<file path="src/rtl/inst_loader_pkg.sv">
// Shared types and framing constants for the instruction-memory program loader.
package inst_loader_pkg;

  typedef enum logic [1:0] {
    IDLE   = 2'd0,
    HEADER = 2'd1,
    DATA   = 2'd2,
    FINISH = 2'd3
  } loader_state_t;

  localparam int HEADER_BYTES   = 4;
  localparam int BYTES_PER_WORD = 4;

  // True when a 32-bit word index addresses a location inside a 2^width deep memory.
  function automatic logic idx_in_depth(input logic [31:0] idx, input int width);
    return (idx >> width) == 32'd0;
  endfunction

endpackage

</file>
<file path="src/rtl/inst_loader_byte_assembler.sv">
// Collects four bytes into a big-endian 32-bit word; used for both the header and the payload.
module byte_assembler
  import inst_loader_pkg::*;
(
  input  logic        CLK,
  input  logic        reset,
  input  logic        clear,
  input  logic        byte_valid,
  input  logic [7:0]  byte_in,
  output logic        word_valid,
  output logic [31:0] word
);

  logic [1:0]  cnt_reg;
  logic [23:0] shift_reg;

  // The 4th byte completes the word in the same cycle it arrives.
  assign word_valid = byte_valid && (cnt_reg == 2'(BYTES_PER_WORD - 1));
  assign word       = {shift_reg, byte_in};

  always_ff @(posedge CLK) begin
    if (reset) begin
      cnt_reg   <= 2'd0;
      shift_reg <= 24'd0;
    end else if (clear) begin
      cnt_reg   <= 2'd0;
    end else if (byte_valid) begin
      cnt_reg   <= cnt_reg + 2'd1;
      shift_reg <= {shift_reg[15:0], byte_in};
    end
  end

endmodule

</file>
<file path="src/rtl/inst_loader.sv">
// Frames a length-prefixed byte stream into instruction-memory writes with start/end pulses.
module inst_loader
  import inst_loader_pkg::*;
#(
  parameter int INST_MEM_WIDTH = 15
) (
  input  logic                      CLK,
  input  logic                      reset,
  input  logic                      rx_valid,
  input  logic [7:0]                rx_data,
  output logic                      we,
  output logic [INST_MEM_WIDTH-1:0] waddr,
  output logic [31:0]               wdata,
  output logic                      input_start,
  output logic                      input_end,
  output logic                      loading,
  output logic                      overflow,
  output logic [31:0]               word_count
);

  loader_state_t             state_reg;
  logic [31:0]               word_idx_reg;
  logic [31:0]               word_count_reg;
  logic                      we_reg;
  logic [INST_MEM_WIDTH-1:0] waddr_reg;
  logic [31:0]               wdata_reg;
  logic                      input_start_reg;
  logic                      input_end_reg;
  logic                      loading_reg;
  logic                      overflow_reg;

  logic        asm_clear;
  logic        asm_byte_valid;
  logic        asm_valid;
  logic [31:0] asm_word;

  // Bytes arriving during FINISH are dropped and the assembler is realigned for the next frame.
  assign asm_clear      = (state_reg == FINISH);
  assign asm_byte_valid = rx_valid && (state_reg != FINISH);

  byte_assembler u_asm (
    .CLK        (CLK),
    .reset      (reset),
    .clear      (asm_clear),
    .byte_valid (asm_byte_valid),
    .byte_in    (rx_data),
    .word_valid (asm_valid),
    .word       (asm_word)
  );

  always_ff @(posedge CLK) begin
    if (reset) begin
      state_reg       <= IDLE;
      word_idx_reg    <= 32'd0;
      word_count_reg  <= 32'd0;
      we_reg          <= 1'b0;
      waddr_reg       <= '0;
      wdata_reg       <= 32'd0;
      input_start_reg <= 1'b0;
      input_end_reg   <= 1'b0;
      loading_reg     <= 1'b0;
      overflow_reg    <= 1'b0;
    end else begin
      we_reg          <= 1'b0;
      input_start_reg <= 1'b0;
      input_end_reg   <= 1'b0;
      // A new start in the input_end cycle overrides this clear below.
      if (input_end_reg) begin
        loading_reg <= 1'b0;
      end
      case (state_reg)
        IDLE: begin
          if (rx_valid) begin
            input_start_reg <= 1'b1;
            loading_reg     <= 1'b1;
            overflow_reg    <= 1'b0;
            state_reg       <= HEADER;
          end
        end
        HEADER: begin
          if (asm_valid) begin
            word_count_reg <= asm_word;
            word_idx_reg   <= 32'd0;
            state_reg      <= (asm_word == 32'd0) ? FINISH : DATA;
          end
        end
        DATA: begin
          if (asm_valid) begin
            if (idx_in_depth(word_idx_reg, INST_MEM_WIDTH)) begin
              we_reg    <= 1'b1;
              waddr_reg <= word_idx_reg[INST_MEM_WIDTH-1:0];
              wdata_reg <= asm_word;
            end else begin
              overflow_reg <= 1'b1;
            end
            if (word_idx_reg == word_count_reg - 32'd1) begin
              state_reg <= FINISH;
            end else begin
              word_idx_reg <= word_idx_reg + 32'd1;
            end
          end
        end
        FINISH: begin
          input_end_reg <= 1'b1;
          state_reg     <= IDLE;
        end
        default: state_reg <= IDLE;
      endcase
    end
  end

  assign we          = we_reg;
  assign waddr       = waddr_reg;
  assign wdata       = wdata_reg;
  assign input_start = input_start_reg;
  assign input_end   = input_end_reg;
  assign loading     = loading_reg;
  assign overflow    = overflow_reg;
  assign word_count  = word_count_reg;

endmodule

</file>
<file path="config.mk">
export PLATFORM = sky130hd
export DESIGN_NAME = inst_loader
export DESIGN_NICKNAME = d
export VERILOG_FILES = /design/src/rtl/inst_loader_pkg.sv /design/src/rtl/inst_loader_byte_assembler.sv /design/src/rtl/inst_loader.sv
export SDC_FILE = /design/constraint.sdc
export NUM_CORES = 1
export LEC_CHECK = 0
export ABC_AREA = 1
export ABC_CLOCK_PERIOD_IN_PS = 2700
export CAP_MARGIN = 20
export CORE_MARGIN = 10
export CORE_UTILIZATION = 55
export CTS_CLUSTER_DIAMETER = 40
export DETAILED_ROUTE_END_ITERATION = 8
export PLACE_DENSITY = 0.87
export SYNTH_ARGS = -nofsm -noshare
export SYNTH_HDL_FRONTEND = slang
export SYNTH_SLANG_ARGS = --single-unit
</file>
<file path="constraint.sdc">
create_clock -name CLK -period 2.7 [get_ports CLK]
set_clock_uncertainty 0.2 [all_clocks]
set_input_delay 0.54 -clock CLK [delete_from_list [all_inputs] [get_ports CLK]]
set_output_delay 0.54 -clock CLK [all_outputs]
set_load 0.02 [all_outputs]
</file>
; ---- Word level (Yosys, flattened, before mapping)
; Index checks and enable logic that the tools add are counted.
[totals]
reg_bits = 144
latch_bits = 0
mem_bits_rw = 0
romBits = 0
in_bits = 11
word_cells = 67
memories = 0
[classes]
n_addsub = 3
mul = 0
div = 0
magnitude_cmp = 0
n_eq_ne = 12
shift = 0
n_mux = 20
n_bitwise = 4
n_reduce_logical = 16
[ops]
columns = cell, n
row1 = two-way mux 32 bit, 3
row2 = logical NOT 32 bit, 2
row3 = case mux 32 bit (2 select lines), 1
row4 = "adder 32 x 1 -> 32 bit, second input constant", 1
row5 = == test 32 bit, 1
row6 = "subtractor 32 x 1 -> 32 bit, second input constant", 1
row7 = "!= test 2 bit, second input constant", 7
row8 = AND reduction 4 bit, 3
row9 = two-way mux 1 bit, 10
row10 = two-way mux 2 bit, 4
row11 = case mux 2 bit (4 select lines), 1
row12 = "== test 2 bit, second input constant", 3
row13 = inverter 1 bit, 4
row14 = AND reduction 2 bit, 2
row15 = nonzero test 2 bit, 2
row16 = OR reduction 2 bit, 2
row17 = AND reduction 3 bit, 1
row18 = OR reduction 3 bit, 1
row19 = "adder 2 x 1 -> 2 bit, second input constant", 1
row20 = "== test 2 x 1 -> 1 bit, second input constant", 1
row21 = logical AND 1 bit, 2
row22 = logical NOT 2 bit, 1
row23 = case mux 1 bit (2 select lines), 1

; ---- Longest topological paths before layout
[logic_depth]
word_depth = 5
depth_mapped = 18

; ---- Cells and area by module
; Synthesis repeated with hierarchy kept, for this count alone.
[unflattened]
hier_cells = 1227
hier_area_um2 = 8149.1
[modules_own_cells]
columns = module, instances, cells_per_inst, area_per_inst_um2
row1 = inst_loader, 1, 1051, 6902.9
row2 = byte_assembler, 1, 176, 1246.2

; ---- Worst setup path before layout
; OpenSTA, ideal clock, no wires.
[synth_path]
path_kind = register -> register
startpoint = register word_count_reg[0], in the netlist word_count[0]
endpoint = register word_idx_reg[5]
setup_ns = 0.132
t_arrival_ns = 2.109
required_ns = 2.368
setup_slack_ns = 0.259
path_stages_with_launch = 17
n_path_buf = 1
path_cell_list = dfxtp_1 > inv_1 > ha_1 > nand2_1 > nor2_4 > nand2_2 > o21ai_1 > nand2_1 > nor2_1 > nand2_1 > nor2_1 > nand3_2 > nand3_4 > nand2_2 > buf_4 > nand2_1 > a21oi_1
[synth_between]
elab_chain_cells = 4
[synth_rtl]
columns = item, line
row1 = from (decl), inst_loader.sv:23  ; logic [31:0] word_count_reg;
row2 = from (signal assigned), inst_loader.sv:82  ; word_count_reg <= asm_word;
row3 = subtractor 32 x 1 -> 32 bit, inst_loader.sv:96  ; if (word_idx_reg == word_count_reg - 32'd1) begin
row4 = == test 32 bit, inst_loader.sv:96
row5 = != test 2 bit (no line), -
row6 = AND reduction 4 bit (no line), -
row7 = to (signal assigned), inst_loader.sv:99  ; word_idx_reg <= word_idx_reg + 32'd1;
row8 = to (decl), inst_loader.sv:22  ; logic [31:0] word_idx_reg;
; No other way between the ends.
; A chain may end at the register's enable or synchronous reset.

; ---- Final worst setup path
[layout_path]
startpoint = register word_idx_reg[0]
endpoint = register word_idx_reg[23]
[layout_between]
elab_chain_cells = 4
[layout_rtl]
columns = item, line
row1 = adder 32 x 1 -> 32 bit, inst_loader.sv:99
row2 = two-way mux 32 bit, inst_loader.sv:96
row3 = two-way mux 32 bit, inst_loader.sv:88  ; if (asm_valid) begin
row4 = case mux 32 bit (2 select lines), inst_loader.sv:71  ; case (state_reg)
; Several ways; a longest one is shown, not always the timed one. The select of a mux whose other input is x is not followed.

==> PnR_summary.wiki <==
{| class="wikitable"
! Metric !! Value
|-
| Run status || complete, no violations
|-
| Post-synthesis instance area || 0.00766 mm²
|-
| Clock insertion delay at the later pin of the skew report || 440 ps
|-
| Top achievable clock speed || 0.390 GHz
|-
| Count of different cell masters after synthesis || 32
|-
| Wire length of the first global-routing pass || 38600 µm
|-
| Overall die height || 138 µm
|-
| Largest net degree at the start of global routing || 95
|-
| Maximum fanout encountered on the critical timing path || 6
|-
| Wire length per cell || 16.8 µm
|-
| Internal Power || 3.91 mW
|-
| Length of the first detailed-routing pass in iterations || 7
|-
| Biggest area consumer among synthesized cells || dfxtp_1
|-
| Final-report hold violation count || 0
|-
| Antenna-violating nets left || 0
|-
| GRT Util Overall || 23.9%
|-
| Family with the most delay on the worst path || simple AND/OR/NAND/NOR gates
|-
| Power density cells || 596 mW/mm²
|-
| Endpoint required time on the critical path || 2810 ps
|-
| Vias in the first global route || 7567
|-
| Layout area overhead || 25.3%
|-
| Overflow left after global routing || 0
|-
| Leakage component of the power || 3.77 nW
|-
| Total power || 5.72 mW
|-
| Synthesized net count || 1171
|-
| Total of warnings raised by yosys || 0
|-
| Deepest level of the CTS H-tree || 4
|-
| Number of buffers inserted during clock tree synthesis || 17
|-
| Share of Yosys cell area claimed by the top area cell type || 37.6%
|-
| Detail Placement HPWL || 16800 µm
|-
| Chain of cells forming the critical path || inv_1, nor3_1, inv_1, nor2_1, inv_1, nor2_1, inv_1, nor3_1, xnor2_1, nor2_1, nand2_1, a21oi_1
|-
| Clock-pin slew on the worst setup and hold paths || 60 ps
|-
| Detailed router's first-iteration violation count || 980
|-
| Net total in the final layout || 1261
|-
| Count of mapped cells out of synthesis || 1153
|-
| Share of total power consumed by net switching || 31.6%
|-
| Clk sink count || 144
|-
| Cell at the slowest stage of the critical path || dfxtp_1
|-
| Residual DRC count || 0
|-
| Min-delay worst type || reg2reg
|-
| Sort of element at the end of the critical path || flip-flop
|-
| Most used cell along the critical path || inv_1
|-
| Clock Path Buffers || 2
|-
| Seq/Total Area, Yosys || 37.6%
|-
| RePlAce Congestion || 0.995
|-
| Setup-failing EPs final || 0
|-
| Critical setup path kind || reg2reg
|-
| Largest stage delay on the critical path || 420 ps
|-
| Layout cell share with drive strength beyond 1 || 9.87%
|-
| Worst path arrival time || 2670 ps
|-
| Number of buffers and inverters on the critical path || 4
|-
| Filler cells || 1159
|-
| N_diodes || 0
|-
| Maximum Capacitance Violations || 0
|-
| Top area cells in the synthesized netlist || dfxtp_1, nand2_1, nor2_1
|-
| Actual transition at the worst max-transition pin || 655 ps
|-
| Average vias per placed instance || 5.67
|-
| Vias after detailed routing || 8143
|-
| CTS root buffer || clkbuf_16
|-
| Tcrit/Tclk final || 95.0%
|-
| Clock tree from TritonCTS || built
|-
| Post-layout util || 69.7%
|-
| Die Footprint || 0.0191 mm²
|-
| Total Wirelength || 24100 µm
|-
| Slew Limit Headroom || 55.9%
|-
| Peak supply drop || 416 µV
|-
| Starting Density || 55.6%
|-
| Worst hold slack || 242 ps
|-
| Setup crit start kind || flip-flop
|-
| Seq cells post-synth || 144
|-
| Post-route cell area || 0.00960 mm²
|-
| Area after DPL || 0.00884 mm²
|-
| Number of antenna violations at the first check in global routing || 0
|-
| Per-instance average area after synthesis || 6.65 µm²
|-
| Comb power frac || 19.2%
|-
| Switching power of the nets || 1.81 mW
|-
| Clock share of power || 40.2%
|-
| Port Buf Inserts || 94
|-
| Sequential Power Share || 40.6%
|-
| I/O pin count || 95
|-
| Area of the placeable core || 0.0138 mm²
|-
| Number of rows in the core area || 43
|-
| Min cycle time layout || 2560 ps
|-
| Overall die width || 138 µm
|-
| Final max-slew violation count || 0
|}
[cell usage after synthesis]
cell type,instances
nand2_1,204
nor2_1,171
dfxtp_1,144
inv_1,128
a21oi_1,117
o21ai_0,94
nand3_1,59
clkbuf_1,52
xor2_1,34
nor3_1,25
xnor2_1,24
nor4_1,19
nand4_1,15
o21ai_1,12
ha_1,7
nor2_2,7
nand2_2,6
nand3b_1,5
buf_6,4
clkinv_1,4
inv_2,4
o21bai_1,4
buf_1,2
buf_4,2
nor2_4,2
nor3b_1,2
and3_1,1
nand3_2,1
nand3_4,1
nor2_8,1
o22ai_1,1
or4_1,1
[metal layers]
layer / GRT usage (%) / vias up / wire (µm)
li1: - / 3904 / -
met1: 29.8 / 3725 / 9740
met2: 38.3 / 452 / 11200
met3: 6.40 / 62 / 2470
met4: 9.21 / 0 / 718
met5: 0 / - / 0
[cell families after synthesis]
group	Yosys count	share of synthesized area [%]
simple gates	520	29.5
compound gates	228	15.0
buf+inv	196	10.1
flops	144	37.6
xor+xnor	58	6.63
fa+ha+maj	7	1.14
[layout make-up]
| type | instances | area (µm²) | area share [%] |
|---|---|---|---|
| multi-input combinational | 814 | 4150 | 43.2 |
| sequential | 144 | 2890 | 30.1 |
| timing repair buffer | 130 | 1260 | 13.1 |
| inverter | 136 | 510 | 5.32 |
| clock buffer | 19 | 443 | 4.61 |
| tap | 180 | 225 | 2.35 |
| clock inverter | 13 | 129 | 1.34 |
[power by group through the flow]
stage	combinational, mW	sequential, mW	clock, mW
after floorplan	0.696	2.36	0
after global placement	0.979	2.36	0
after detailed placement	1.01	2.36	0
after CTS	1.03	2.32	2.30
after global routing	1.24	2.33	2.39
final	1.10	2.32	2.30
[layout by cell type, fill, tap and decap left out, types with 3 or more instances in the layout]
cell / count
nand4_1: 15
inv_1: 125
dfxtp_1: 139
nor3_1: 24
clkinv_1: 4
dfxtp_2: 5
o21ai_1: 12
xor2_1: 34
a21oi_1: 117
nor4_1: 19
clkinv_4: 5
nor2_2: 20
clkbuf_16: 17
nand2_4: 4
nand3_2: 3
nor2_1: 153
o21bai_1: 4
nand2_2: 6
buf_4: 32
xnor2_1: 24
nand3b_1: 5
inv_2: 7
nand3_1: 57
inv_6: 3
nor2_4: 8
o21ai_0: 94
nand2_1: 200
buf_12: 4
ha_1: 6
clkdlybuf4s50_1: 94
[per-stage QoR]
step | instances | worst slack [ps] | setup TNS (ps)
4_1_cts | 1429 | 18.4 | 0
5_1_grt | 1436 | -25.1 | -32.0
6_report | 1436 | 135 | 0
2_1_floorplan | 1153 | 259 | 0
3_5_place_dp | 1396 | 49.5 | 0
3_3_place_gp | 1396 | 131 | 0
[worst reg2reg max path, stage by stage (launching register included)]
cell	delay [ps]
dfxtp_1	420
inv_1	170
nor3_1	310
inv_1	130
nor2_1	170
inv_1	120
nor2_1	140
inv_1	110
nor3_1	300
xnor2_1	180
nor2_1	60
nand2_1	80
a21oi_1	50
[worst paths after layout]
kind / end / cells after the start / slack, ps / start
worst min-delay path: waddr[7] / 2 / 240 / waddr[7]
worst max register to register: word_idx_reg[23] / 12 / 140 / word_idx_reg[0]
worst min register to register: waddr[7] / 2 / 240 / waddr[7]
worst max-delay path: word_idx_reg[23] / 12 / 140 / word_idx_reg[0]
[repair_timing]
item | CTS | global route
pin swaps | 1 | 8
hold buffers | 0 | 0
resized for setup | 2 | 41
buffers inserted | 0 | 7
hold endpoints to repair | 0 | 0
cloned | 1 | 0
endpoints found under the setup margin | 18 | 34
Power figures use the tool's default switching activity.
